File: src/rtl/pipe_hazard_ctrl.sv
// pipe_hazard_ctrl: RAW hazard detection over a shadow EX/MEM/WB pipeline, with optional operand forwarding
// Ports: clk, rst_n (sync active-low); id_valid/id_rs1/id_rs2/id_uses_rs2/id_rd/id_reg_write_en describe the decode instruction;
//        stall/bubble hold decode and squash ID/EX; fwd_sel_a/fwd_sel_b pick operand source (01 EX, 10 MEM, 11 WB);
//        stall_count is a saturating count of stall cycles.
// Macro PIPE_HAZARD_CTRL_FORWARD_EN: forward from the shadow slots instead of stalling.
module pipe_hazard_ctrl (
  input  logic        clk,
  input  logic        rst_n,
  input  logic        id_valid,
  input  logic [4:0]  id_rs1,
  input  logic [4:0]  id_rs2,
  input  logic        id_uses_rs2,
  input  logic [4:0]  id_rd,
  input  logic        id_reg_write_en,
  output logic        stall,
  output logic        bubble,
  output logic [1:0]  fwd_sel_a,
  output logic [1:0]  fwd_sel_b,
  output logic [15:0] stall_count
);
  typedef struct packed {
    logic       v;
    logic [4:0] rd;
    logic       we;
  } slot_t;
  typedef enum logic {RUN, STALL} state_t;
  slot_t ex, mem, wb;
  state_t state;
  logic [2:0] hit_a, hit_b;
  function automatic logic hit(input slot_t s, input logic [4:0] rs);
    return s.v && s.we && s.rd != 5'd0 && s.rd == rs;
  endfunction
  always_comb begin
    hit_a = {hit(wb, id_rs1), hit(mem, id_rs1), hit(ex, id_rs1)} & {3{id_valid}};
    hit_b = {hit(wb, id_rs2), hit(mem, id_rs2), hit(ex, id_rs2)} & {3{id_valid & id_uses_rs2}};
`ifdef PIPE_HAZARD_CTRL_FORWARD_EN
    stall = 1'b0;
    // youngest producer wins: EX over MEM over WB
    fwd_sel_a = hit_a[0] ? 2'b01 : hit_a[1] ? 2'b10 : hit_a[2] ? 2'b11 : 2'b00;
    fwd_sel_b = hit_b[0] ? 2'b01 : hit_b[1] ? 2'b10 : hit_b[2] ? 2'b11 : 2'b00;
`else
    // register file is not write-through, so even a WB producer must drain
    stall = |{hit_a, hit_b};
    fwd_sel_a = 2'b00;
    fwd_sel_b = 2'b00;
`endif
    bubble = stall;
  end
  always_ff @(posedge clk) begin
    if (!rst_n) begin
      ex <= '0;
      mem <= '0;
      wb <= '0;
      state <= RUN;
      stall_count <= '0;
    end else begin
      wb <= mem;
      mem <= ex;
      ex <= stall ? slot_t'(0) : slot_t'({id_valid, id_rd, id_reg_write_en});
      case (state)
        RUN: if (stall) begin
          state <= STALL;
          stall_count <= stall_count + {15'd0, ~&stall_count};
        end
        default: if (stall) stall_count <= stall_count + {15'd0, ~&stall_count};
                 else state <= RUN;
      endcase
    end
  end
endmodule

File: config.mk
export PLATFORM = sky130hd
export DESIGN_NAME = pipe_hazard_ctrl
export DESIGN_NICKNAME = d
export VERILOG_FILES = /design/src/rtl/pipe_hazard_ctrl.sv
export SDC_FILE = /design/constraint.sdc
export NUM_CORES = 1
export LEC_CHECK = 0
export BUFFER_PORTS_ARGS = -buffer_cell sky130_fd_sc_hd__clkbuf_2
export CAP_MARGIN = 20
export CORE_ASPECT_RATIO = 1.75
export CORE_UTILIZATION = 50
export DETAILED_ROUTE_END_ITERATION = 6
export PLACE_DENSITY_LB_ADDON = 0.2
export SYNTH_ARGS = -nofsm -noshare
export SYNTH_HDL_FRONTEND = slang
export SYNTH_SLANG_ARGS = --single-unit
File: constraint.sdc
create_clock -name clk -period 8.1 [get_ports clk]
set_input_delay 0.81 -clock clk [delete_from_list [all_inputs] [get_ports clk]]
set_output_delay 0.81 -clock clk [all_outputs]
set_load 0.1 [all_outputs]
# Word-level counts from Yosys, hierarchy flattened
# Cells that the tools add are included.
[word_totals]
inputBits = 20
register_bits = 37
[classes]
n_eq_ne = 6
bitwise_logic = 4
reduce_logical = 19
add_sub_neg = 1
[ops]
columns = ["operator", "count"]
rows = [
  ["equality test 5 bit", 6],
  ["adder 16 x 1 -> 16 bit", 1],
  ["AND reduction 16 bit", 1],
  ["nonzero test 5 bit", 3],
  ["logical AND 1 bit", 12],
  ["OR reduction 7 bit", 1],
  ["bitwise AND 3 bit", 2],
  ["OR reduction 6 bit", 1],
  ["bitwise AND 1 bit", 1],
  ["logical NOT 1 bit", 1],
  ["inverter 1 bit", 1],
]

# Depth between registers and ports, before layout
# Gate-level depths: netlist of the first run.
[logic_depth]
word_depth = 5
ltp_mapped = 13
mapped_depth_nobuf = 11

# Worst setup path before layout of the first run
# Ideal clock, no wire load.
[synth_timing]
path_type = "input -> output"
startpoint = "input port id_rs1[2]"
endpoint = "output port stall"
cell_stages = 8
arrival_ps = 2859
required_ps = 7290
slack_ps = 4431
path_buffers = 2
path_cell_list = "xor2_1 -> or4_1 -> nor4_2 -> nor3_4 -> o22a_1 -> buf_4 -> inv_2 -> buf_4"
[synth_via]
elab_chain_cells = 4
elab_cells_between_ends = 8
cone_classes = "eq/ne (3); bitwise (1); reduce/logical (4)"
[synth_rtl]
columns = ["element", "line", "rtl"]
rows = [
  ["start: declaration", "10", "input logic [4:0] id_rs1,"],
  ["equality test 5 bit", "31", "return s.v && s.we && s.rd != 5'd0 && s.rd == rs;"],
  ["logical AND 1 bit", "31", ""],
  ["bitwise AND 3 bit *", "34", "hit_a = {hit(wb, id_rs1), hit(mem, id_rs1), hit(ex, id_rs1)} & {3{id_valid}};"],
  ["OR reduction 6 bit *", "43", "stall = |{hit_a, hit_b};"],
  ["end: declaration", "15", "output logic stall,"],
]
# Every way passes the cells marked *; elsewhere a longest branch is shown, timed or not.

# Final worst setup path of the first run
[layout_timing]
startpoint = "input port id_rs2[4]"
endpoint = "output port bubble"
[layout_via]
elab_chain_cells = 4
elab_cells_between_ends = 8
cone_classes = "eq/ne (3); bitwise (1); reduce/logical (4)"
[layout_rtl]
columns = ["element", "line", "rtl"]
rows = [
  ["start: declaration", "11", "input logic [4:0] id_rs2,"],
  ["equality test 5 bit", "31", ""],
  ["logical AND 1 bit", "31", ""],
  ["bitwise AND 3 bit *", "35", "hit_b = {hit(wb, id_rs2), hit(mem, id_rs2), hit(ex, id_rs2)} & {3{id_valid & id_uses_rs2}};"],
  ["OR reduction 6 bit *", "43", ""],
  ["end: declaration", "16", "output logic bubble,"],
]
# Marks and branches as above.

==> results of run 1 <==
==> stage by stage <==
step	util [%]	area [µm²]
after CTS	58.0	2380
after global placement	56.0	2300
after global routing	58.0	2380
after detailed placement	56.0	2300
final	58.0	2380
after floorplan	-	2150
==> flip-flops by register name, summed over array words and instances, names as in the netlist <==
register     flops
ex               7
mem              7
stall_count     16
wb               7
==> synthesized netlist by cell type (all sizes together) (2+ instances only) <==
cell type / count / share of area (%)
nor3: 3 / 1.8
nor4: 6 / 2.0
ha: 3 / 1.8
nand2: 33 / 5.8
and2: 14 / 4.1
and3: 10 / 2.9
nand2b: 13 / 3.8
clkbuf: 6 / 1.1
o22ai: 6 / 1.8
nand3: 16 / 3.7
inv: 5 / 0.88
or4: 5 / 1.8
xor2: 13 / 5.3
o32ai: 7 / 3.6
and4: 2 / 0.82
o211ai: 2 / 1.2
xnor2: 17 / 7.0
buf: 11 / 3.4
dfxtp: 37 / 35
nor2: 4 / 0.70
mux2i: 16 / 7.5
nand4: 10 / 2.9
==> kinds of logic (layout without fill, tap and decap cells) <==
group | count (synthesis) | in the layout | synth area share [%]
xor+xnor | 30 | 30 | 12.3
compound gates | 18 | 18 | 7.67
fa+ha+maj | 3 | 3 | 1.76
flops | 37 | 37 | 34.6
buf+inv | 22 | 50 | 5.32
simple gates | 117 | 117 | 30.7
mux | 16 | 16 | 7.49
other cells | 1 | 4 | 0.175
==> cell usage in the layout (no fill, tap or decap), types with 2 or more instances in the layout <==
master	instances
sky130_fd_sc_hd__and4_1	2
sky130_fd_sc_hd__o211ai_2	2
sky130_fd_sc_hd__clkinv_2	2
sky130_fd_sc_hd__clkbuf_2	37
sky130_fd_sc_hd__xor2_1	13
sky130_fd_sc_hd__nand4_1	10
sky130_fd_sc_hd__and2_1	14
sky130_fd_sc_hd__nor3_4	2
sky130_fd_sc_hd__nand2b_1	13
sky130_fd_sc_hd__and3_1	10
sky130_fd_sc_hd__clkbuf_8	5
sky130_fd_sc_hd__nor2_1	4
sky130_fd_sc_hd__o32ai_2	2
sky130_fd_sc_hd__nor4_1	5
sky130_fd_sc_hd__nand2_1	33
sky130_fd_sc_hd__o32ai_1	5
sky130_fd_sc_hd__conb_1	4
sky130_fd_sc_hd__dfxtp_1	37
sky130_fd_sc_hd__nand3_1	16
sky130_fd_sc_hd__ha_1	3
sky130_fd_sc_hd__inv_1	4
sky130_fd_sc_hd__xnor2_1	17
sky130_fd_sc_hd__or4_1	5
sky130_fd_sc_hd__mux2i_1	16
sky130_fd_sc_hd__o22ai_1	6
==> critical path, stage by stage <==
cell and delay (ps):
sky130_fd_sc_hd__clkbuf_2 120, sky130_fd_sc_hd__xnor2_1 150, sky130_fd_sc_hd__nand3_1 130, sky130_fd_sc_hd__nor4_1 660, sky130_fd_sc_hd__nor3_4 190, sky130_fd_sc_hd__o22a_1 370, sky130_fd_sc_hd__inv_2 100, sky130_fd_sc_hd__clkbuf_2 450
==> layer usage <==
metal,share of wire [%],global-route usage (%)
met1,36,22.9
met2,57,45.0
met3,3.4,4.30
met4,3.9,13.5
met5,0,0
==> path summary, 6_finish.rpt <==
kind,to,from,depth (start not counted),slack (ps)
min,wb[0]$_SDFF_PN0_,mem[0]$_SDFF_PN0_,1,460
max,bubble,id_rs2[4],8,4300
min reg2reg,wb[0]$_SDFF_PN0_,mem[0]$_SDFF_PN0_,1,460
max reg2reg,stall_count[6]$_SDFFE_PN0P_,stall_count[3]$_SDFFE_PN0P_,11,4990
==> cell type report <==
type	instances	area, µm²	area share, %
clock buffers	6	72.6	3.04
clock inverters	2	10.0	0.420
inverters	5	18.8	0.787
multi-input cells	188	1290	54.3
flip-flops and latches	37	741	31.1
well taps	49	61.3	2.57
repair buffers	37	185	7.77
==> where the power goes <==
group          internal (mW)  switching, mW  leakage (nW)  total [mW]
clock                 0.0596         0.0648        0.0450       0.124
combinational         0.0151         0.0246         0.601      0.0397
sequential             0.186        0.00503         0.302       0.191
total                  0.261         0.0944         0.947       0.355
==> flow_results.org, run 1 <==
** Outcome
- The run finished with clean final reports.

** Yosys
- Yosys mapped the design onto 33 distinct sky130hd cell types.
- Synthesis-stage register bit count :: 37
- In the synthesized netlist the dominant register cell turns out to be sky130_fd_sc_hd__dfxtp_1.
- Mean instance size in the synthesized netlist :: between 8 and 9 µm²
- Yosys mapped a number of flops with a built-in enable equal to 0.
- Gate count after technology mapping :: 244
- Proportion of synthesized flip-flops having asynchronous set or reset :: 0%
- Post-Syn Area :: 2140 µm²
- Post-synthesis sequential area ratio :: between 30% and 40%
- The Yosys step of the flow raised 0 warnings.

** Clock network
- The tree is rooted in a sky130_fd_sc_hd__clkbuf_8.
- Clock edge transition at the registers on the reported setup and hold paths :: 70 ps
- Post-cts sizing count :: 0
- Buffers inserted during post-CTS setup optimization :: 0
- Buffers inserted during clock tree synthesis total 5.
- At the later pin of the worst-skew pair, clock insertion delay measures just under 300 ps.
- Buffers inserted to repair hold after CTS numbered 0.
- Clock buffer depth :: 2
- CTS tree :: done
- The H-tree was split into 2 levels.
- Sink Count :: 37

** Power and ir drop
- Dividing total power by cell area gives a power density of roughly 150 nW/µm².
- Across the VDD grid, the largest voltage drop is 0.117 mV.
- The design draws 0.355 mW.
- Cell leakage power :: approximately 0.95 nW

** Place
- Cell Count Post-Placement :: between 300 and 400
- Routability cong. :: 0.885
- Count of input and output buffers :: 37
- Detailed Place HPWL :: between 3 and 4 mm
- Worst setup slack before clock tree synthesis :: 4290 ps

** Run
- Max-Cap Viols :: 0

** Detailed routing
- Vias :: 1818
- Vias per cell :: 5.61
- The pre-antenna-repair detailed-routing pass consisted of 4 iterations.
- Detailed-route wire length per cell :: roughly 15 µm
- Post-detailed-routing wire length :: 4.72 mm
- The detailed router finished its first iteration with 38 violations.
- After detailed routing, the number of remaining DRC violations is 0.
- Once detail routing completed, the nets flagged for antenna violations numbered 0.

** Global routing
- Global routing consumed, over all layers together, about a quarter of the routing resources.
- Antenna violations before repair :: 0
- Global routing finished with a remaining overflow of 0.
- The via count of the first global-routing pass was approximately 1800.
- Maximum number of pins on one net before global-route repair :: 54
- Wire length of the first global-routing pass :: between 7 and 8 mm

** Setup path
- Launching element type of the critical path :: input port
- Data on the critical path is required at its endpoint by 7290 ps.
- Critical Path AT :: roughly 3000 ps
- STA classifies the critical path endpoint as an output port.
- Start-to-end type of the worst setup path :: input port to output port
- In this run the worst path has a maximum fanout of 14.

** Worst hold path
- The path class of the tightest hold or removal check is flip-flop to flip-flop.

** STA
- Clock Skew :: about 5.6 ps
- Max Transition Viols Final :: 0
- Post-Route Hold Slack :: around 460 ps
- Setup repair after global routing missed its margin :: no
- The worst path uses between 40% and 50% of the clock period.
- Post-route setup TNS :: 0 ps
- Max Clock Freq :: ~260 MHz
- In this run the tightest slew margin relative to its limit is a little over two fifths.
- The final number of hold-violating endpoints was 0.
- Transition time at the pin with the least slew margin :: between 800 and 900 ps
- Clock period minus final worst setup slack :: around 3800 ps
- The worst path meets setup with ~4300 ps of slack.
- Setup violation total in the final timing report :: 0

** Layout
- Proportion of layout cells with a drive suffix above 1 :: ~19%
- Relative area change from synthesis to final layout :: 11.5%
- Layout net count :: between 200 and 300
- Number of antenna diodes :: 0
- Layout filler cell count :: 406
- Filler-free cell count of the finished design :: roughly 320

** Die
- The core region is between 4000 and 5000 µm².
- The die covers about 4600 µm².
- The floorplan step set the die height to 88.5 µm.
- The initial utilization of the core area, before any placement, comes to between 50 and 60%.
- Pin placement for this block handled 42 I/O pins.
- Number of placement rows :: 31
- Die Wd :: around 51 µm
(Power assumes the default switching activity.)
==> run 2: changes to the inputs <==
--- a/config.mk
+++ b/config.mk
@@ -8,7 +8,7 @@
 export BUFFER_PORTS_ARGS = -buffer_cell sky130_fd_sc_hd__clkbuf_2
 export CAP_MARGIN = 20
 export CORE_ASPECT_RATIO = 1.75
-export CORE_UTILIZATION = 50
+export CORE_UTILIZATION = 49
 export DETAILED_ROUTE_END_ITERATION = 6
 export PLACE_DENSITY_LB_ADDON = 0.2
 export SYNTH_ARGS = -nofsm -noshare
==> constraint.sdc (replaced) <==
create_clock -name clk -period 3.2 [get_ports clk]
set_input_delay 0.32 -clock clk [delete_from_list [all_inputs] [get_ports clk]]
set_output_delay 0.32 -clock clk [all_outputs]
set_load 0.1 [all_outputs]
==> flow_results.org, run 2 (synthesis gave the netlist of run 1 again) <==
** Layout
- Layout net count :: 301 (+1.3%)
- The diode insertion count for antenna repair came to 0 (unchanged).
- The library cell used most frequently in the layout, excluding fill and tap cells, is sky130_fd_sc_hd__clkbuf_2.
- The final design utilization is 58.4% (+0.42 points).
- Highest-count cells in the layout ignoring fill and taps :: 37 x sky130_fd_sc_hd__clkbuf_2, 33 x sky130_fd_sc_hd__nand2_1, 31 x sky130_fd_sc_hd__dfxtp_1
- The number of fill cells in the layout came to 414 (+2.0%).
- Relative area change from synthesis to final layout :: 13.3%
- The flip-flop count of the largest register after layout was 16 (unchanged).
- The fraction of final layout cells with drive strength greater than 1 came to 22.6% (+3.3 points).
- Post-route cell area :: 2420 µm² (+1.7%)
- Most flop-heavy register :: stall_count

** Clock network
- TritonCTS built the clock tree.
- Clock root buffer master :: sky130_fd_sc_hd__clkbuf_8
- The count of buffers added by post-CTS timing repair for setup came to 0 (unchanged).
- Clock edge transition at the registers on the reported setup and hold paths :: 70 ps (about the same)
- The hold buffer count at CTS is 0 (unchanged).
- Source-to-sink clock delay at the later pin of the worst-skew pair :: 290 ps (about the same)
- The maximum level of the CTS H-tree came to 2 (unchanged).
- Clock buffer depth :: 2 (unchanged)
- The total of cells resized after clock tree synthesis was 0 (unchanged).
- The total clock sinks came to 37 (unchanged).
- The number of buffers added by the clock tree synthesis step is 5 (unchanged).

** Global routing
- The via count of the first global-routing pass came to 1690 (-3.9%).
- Antenna violations before repair :: 0 (unchanged)
- Maximum number of pins on one net before global-route repair :: 54 (unchanged)
- The global-route wire length before repair came to 7.63 mm (-2.6%).
- Total global-route track usage :: 22.8% (-0.80 points)
- The final global-route overflow total came to 0 (unchanged).

** Power and ir drop
- The maximum vdd drop is 0.344 mV (+190%).
- The power after layout was 0.894 mW (+150%).
- The power density normalized to cell area came to 369 nW/µm² (+150%).
- The leakage power is 0.969 nW (+2.3%).

** Worst hold path
- The path class of the tightest hold or removal check is input port to flip-flop.

** Place
- Placed inst area :: 2340 µm² (+1.7%)
- Routability cong. :: 0.881 (-0.54%)
- Count of input and output buffers :: 37 (unchanged)
- The HPWL after detailed placement was 3.75 mm (+3.2%).
- Worst setup slack before clock tree synthesis :: 360 ps (-3930 ps)

** Detailed routing
- Remaining antenna violation count after routing :: 0 (unchanged)
- The number of remaining DRC errors was 0 (unchanged).
- Length of the first detailed-routing pass in iterations :: 4 (unchanged)
- Post-detailed-routing wire length :: 4.82 mm (+1.9%)
- Detailed-route wire length per cell :: 14.7 µm (+0.70%)
- The iteration-0 DRC count of the detailed router was 26 (-32%).
- The total via count after detailed routing is 1837 (+1.0%).
- The via-per-instance ratio came to 5.60 (-0.19%).

** STA
- The worst path uses between 90% and 100% of the clock period.
- The number of setup violations in the final report was 0 (unchanged).
- Max Clock Freq :: about 340 MHz
- Transition time at the pin with the least slew margin :: 835 ps (-27.0 ps)
- The smallest setup slack after layout is 297 ps (-4000 ps).
- Final Hold Vio Count :: 0 (unchanged)
- Clock period minus final worst setup slack :: slightly below 3000 ps
- The count of pins over their slew limit was 0 (unchanged).
- Setup repair after global routing missed its margin :: no
- The worst setup skew after layout is 3.23 ps (-2.40 ps).
- The sum of negative setup slack came to 0 ps (unchanged).
- Normalized max-slew margin :: 44.3% (+1.8 points)

** Setup path
- STA classifies the critical path endpoint as a flip-flop.
- Start-to-end type of the worst setup path :: flip-flop to flip-flop
- The worst setup path is launched from a flip-flop.
- Critical Path AT :: 3080 ps (+90 ps)
- The highest net fanout along the worst path came to 9 (-5).
- Critical path data required time :: 3380 ps (-3910 ps)

** Die
- The count of standard-cell rows is 31 (unchanged).
- The core box area came to 4150 µm² (+0.94%).
- Height of the chip :: 89.4 µm (+0.99%)
- The area enclosed by the die boundary is 4640 µm² (+2.0%).
- The floorplan die width was 51.9 µm (+0.97%).
- The I/O pin count is 42 (unchanged).
- The starting density of the core came to 51.5% (-0.49 points).

** Outcome
- Run status :: finished, final reports clean

** Run
- Max-Cap Viols :: 0 (unchanged)
-- run 2: worst paths after layout --
kind	startpoint	cells past startpoint	to	slack [ps]
min reg2reg	mem[6]$_SDFF_PN0_	1	wb[6]$_SDFF_PN0_	460
min	id_rd[1]	2	ex[2]$_SDFF_PP0_	260
max reg2reg	stall_count[4]$_SDFFE_PN0P_	11	stall_count[6]$_SDFFE_PN0P_	300
max	stall_count[4]$_SDFFE_PN0P_	11	stall_count[6]$_SDFFE_PN0P_	300
-- run 2: worst max-delay path: stages, from the launching register on --
cell and delay [ps]:
sky130_fd_sc_hd__dfxtp_2 390, sky130_fd_sc_hd__and4_1 270, sky130_fd_sc_hd__and3_1 260, sky130_fd_sc_hd__nand3_1 90, sky130_fd_sc_hd__or4_1 570, sky130_fd_sc_hd__ha_1 250
sky130_fd_sc_hd__ha_1 220, sky130_fd_sc_hd__and3_1 280, sky130_fd_sc_hd__nand4_1 150, sky130_fd_sc_hd__or2_2 120, sky130_fd_sc_hd__o22ai_1 80, sky130_fd_sc_hd__mux2i_1 120
-- run 2: cell type report --
type / count / area [µm²] / area share, %
Clock buffer: 6 / 72.6 / 2.99
Inverter: 5 / 18.8 / 0.774
Timing Repair Buffer: 41 / 215 / 8.88
Multi-Input combinational cell: 188 / 1290 / 53.4
Clock inverter: 2 / 10.0 / 0.413
Tap cell: 49 / 61.3 / 2.53
Sequential cell: 37 / 751 / 31.0
-- run 2: power breakdown --
group	leakage [nW]	internal, mW	total, mW	switching, mW
registers	0.305	0.470	0.482	0.0119
logic	0.619	0.0382	0.0998	0.0616
clock network	0.0450	0.151	0.312	0.161
-- run 2: layer usage --
metal / part of all wire, % / up-vias / GRT usage (%) / routed length (µm)
li1: - / 919 / - / -
met1: 36 / 863 / 19.3 / 1720
met2: 58 / 42 / 46.4 / 2810
met3: 2.8 / 13 / 4.25 / 136
met4: 3.2 / 0 / 13.0 / 153
met5: 0 / - / 0 / 0
-- run 2: metrics by stage --
stage / instances / hold WS (ps)
3_5_place_dp: 320 / 444
6_report: 328 / 262
5_1_grt: 328 / 254
2_1_floorplan: 247 / 430
4_1_cts: 328 / 254
3_3_place_gp: 320 / 433
==> run 3: changes to the inputs <==
--- a/config.mk
+++ b/config.mk
@@ -10,7 +10,7 @@
 export CORE_ASPECT_RATIO = 1.75
 export CORE_UTILIZATION = 49
 export DETAILED_ROUTE_END_ITERATION = 6
-export PLACE_DENSITY_LB_ADDON = 0.2
+export PLACE_DENSITY = 0.83
 export SYNTH_ARGS = -nofsm -noshare
 export SYNTH_HDL_FRONTEND = slang
 export SYNTH_SLANG_ARGS = --single-unit
==> flow_results.org, run 3 (synthesis gave the netlist of run 1 again) <==
** Clock network
- Buffers inserted during post-CTS setup optimization :: 0 (unchanged)
- Clock buffer depth :: 2 (unchanged)
- Source-to-sink clock delay at the later pin of the worst-skew pair :: 280 ps (about the same)
- CTS tree :: done
- The total clock sinks is 37 (unchanged).
- The hold buffer count at CTS came to 0 (unchanged).
- Post-cts sizing count :: 0 (unchanged)
- Clock root buffer master :: sky130_fd_sc_hd__clkbuf_8
- # H-tree levels :: 2 (unchanged)
- The number of buffers added by the clock tree synthesis step is 5 (unchanged).
- Clock edge transition at the registers on the reported setup and hold paths :: 70 ps (about the same)

** STA
- The worst max-slew margin expressed relative to the limit was 44.1% (-0.29 points).
- The post-layout minimum cycle time is 3010 ps (+104 ps).
- Crit path setup slack, layout :: 194 ps (-104 ps)
- The sum of negative setup slack came to 0 ps (unchanged).
- The slew of the pin with the lowest slew margin was 839 ps (+4.38 ps).
- Post-Route Hold Slack :: 261 ps (-1.27 ps)
- Max Clock Freq :: 333 MHz (-3.4%)
- Setup repair after global routing left no endpoint under its margin.
- Final worst-path cycle share :: 93.9% (+3.2 points)
- The worst setup skew after layout is 5.38 ps (+2.15 ps).
- Final Hold Vio Count :: 0 (unchanged)
- Max Transition Viols Final :: 0 (unchanged)
- The number of setup violations in the final report came to 0 (unchanged).

** Detailed routing
- Length of the first detailed-routing pass in iterations :: 4 (unchanged)
- The number of remaining DRC errors was 0 (unchanged).
- Vias :: 1850 (+0.71%)
- Remaining antenna violation count after routing :: 0 (unchanged)
- Vias per cell :: 5.66 (+1.0%)
- The total wire length after detailed routing came to 4.70 mm (-2.5%).
- Detailed-route wire length per cell :: 14.4 µm (-2.2%)
- The iteration-0 DRC count of the detailed router came to 62 (+140%).

** Setup path
- Start-to-end type of the worst setup path :: flip-flop to output port
- Critical Path AT :: 2690 ps (-390 ps)
- STA classifies the critical path endpoint as an output port.
- The startpoint identified for the worst register-to-register timing path is stall_count[4]$_SDFFE_PN0P_.
- The most critical setup path has its startpoint at mem[2]$_SDFF_PN0_.
- Critical path data required time :: 2880 ps (-500 ps)
- Largest fanout of any net on the critical path :: 14 (+5)
- Launching element type of the critical path :: flip-flop

** Die
- The floorplan die width was 51.9 µm (unchanged).
- Height of the chip :: 89.4 µm (unchanged)
- The starting density of the core is 51.5% (unchanged).
- The area enclosed by the die boundary was 4640 µm² (unchanged).
- The count of standard-cell rows came to 31 (unchanged).
- The I/O pin count came to 42 (unchanged).
- Core outline area :: 4150 µm² (unchanged)

** Run
- Max-Cap Viols :: 0 (unchanged)

** Worst hold path
- The min-delay analysis places its worst path in the category input port to flip-flop.
- In this run the most critical hold path is launched from id_rd[2].

** Outcome
- Run status :: finished, final reports clean

** Power and ir drop
- The maximum vdd drop came to 0.438 mV (+27%).
- The power density normalized to cell area was 407 nW/µm² (+10%).
- The leakage power is 0.981 nW (+1.3%).

** Layout
- Number of antenna diodes :: 0 (unchanged)
- Core utilization of the finished layout :: 59.1% (+0.69 points)
- Most frequent standard cell in the layout excluding fill and tap cells :: sky130_fd_sc_hd__clkbuf_2
- Most flop-heavy register :: stall_count
- Relative area change from synthesis to final layout :: 14.7%
- Flip-flop count of the largest register, all copies and words added :: 16 (unchanged)
- Proportion of layout cells with a drive suffix above 1 :: 22.7% (+0.081 points)
- Post-route cell area :: 2450 µm² (+1.2%)
- Layout net count :: 300 (-0.33%)
- Leaving out fill and tap cells, the most frequent cells in the layout are 37 x sky130_fd_sc_hd__clkbuf_2, 33 x sky130_fd_sc_hd__nand2_1, 31 x sky130_fd_sc_hd__dfxtp_1.

** Global routing
- The global-route wire length before repair was 7.36 mm (-3.5%).
- The initial antenna violation count is 0 (unchanged).
- Maximum number of pins on one net before global-route repair :: 54 (unchanged)
- The total global routing track utilization was 21.7% (-1.1 points).
- The via count of the first global-routing pass was 1669 (-1.2%).
- Grt total ovfl :: 0 (unchanged)

** Place
- Count of input and output buffers :: 37 (unchanged)
- The post-place instance area came to 2330 µm² (-0.32%).
- Worst setup slack before clock tree synthesis :: 321 ps (-38.9 ps)
- The HPWL after detailed placement is 3.59 mm (-4.4%).
- Routability cong. :: 0.907 (+3.0%)
run 3: cell count changes in the layout (fill, tap and decap cells not counted):
cell | before | now
sky130_fd_sc_hd__clkbuf_1 | 1 | 0
sky130_fd_sc_hd__bufinv_16 | 0 | 1
sky130_fd_sc_hd__inv_4 | 0 | 1
sky130_fd_sc_hd__clkbuf_8 | 5 | 6
sky130_fd_sc_hd__clkinv_2 | 2 | 0
sky130_fd_sc_hd__buf_4 | 4 | 3
run 3: worst paths after layout:
kind | to | slack, ps | depth (start not counted)
setup / recovery | stall | 190 | 7
hold / removal | ex[3]$_SDFF_PP0_ | 260 | 2
setup reg to reg | stall_count[6]$_SDFFE_PN0P_ | 280 | 11
hold reg to reg | wb[0]$_SDFF_PN0_ | 470 | 1
run 3: critical path, cell delays in order, from the launching register on:
cell and delay [ps]:
sky130_fd_sc_hd__dfxtp_1 350, sky130_fd_sc_hd__or4_1 530, sky130_fd_sc_hd__nor2_1 160, sky130_fd_sc_hd__nor4_1 130
sky130_fd_sc_hd__nor3_4 540, sky130_fd_sc_hd__o22a_1 290, sky130_fd_sc_hd__inv_2 40, sky130_fd_sc_hd__clkbuf_2 360
run 3: metal layers:
metal	track usage (%)	share of wire, %	up-vias	routed length (µm)
li1	-	-	917	-
met1	21.1	37	853	1740
met2	42.5	56	65	2610
met3	2.55	4.0	15	188
met4	11.3	3.3	0	157
met5	0	0	-	0
run 3: final cells by class:
class / count / area [µm²]
Multi-Input combinational cell: 188 / 1290
Inverter: 5 / 18.8
Clock inverter: 2 / 36.3
Fill cell: 405 / 1700
Timing Repair Buffer: 40 / 208
Tap cell: 49 / 61.3
Clock buffer: 6 / 82.6
Sequential cell: 37 / 751
run 3: report_power, final:
| part | internal (mW) | leakage (nW) | switching, mW |
|---|---|---|---|
| combinational | 0.0382 | 0.614 | 0.0615 |
| sequential | 0.470 | 0.305 | 0.0122 |
| clock | 0.254 | 0.0617 | 0.163 |
run 3: per-stage QoR:
stage	power, mW	std cells
6_report	0.998	327
5_1_grt	1.03	327
4_1_cts	1.01	327
3_5_place_dp	0.593	319
3_3_place_gp	0.590	319
2_1_floorplan	0.567	247
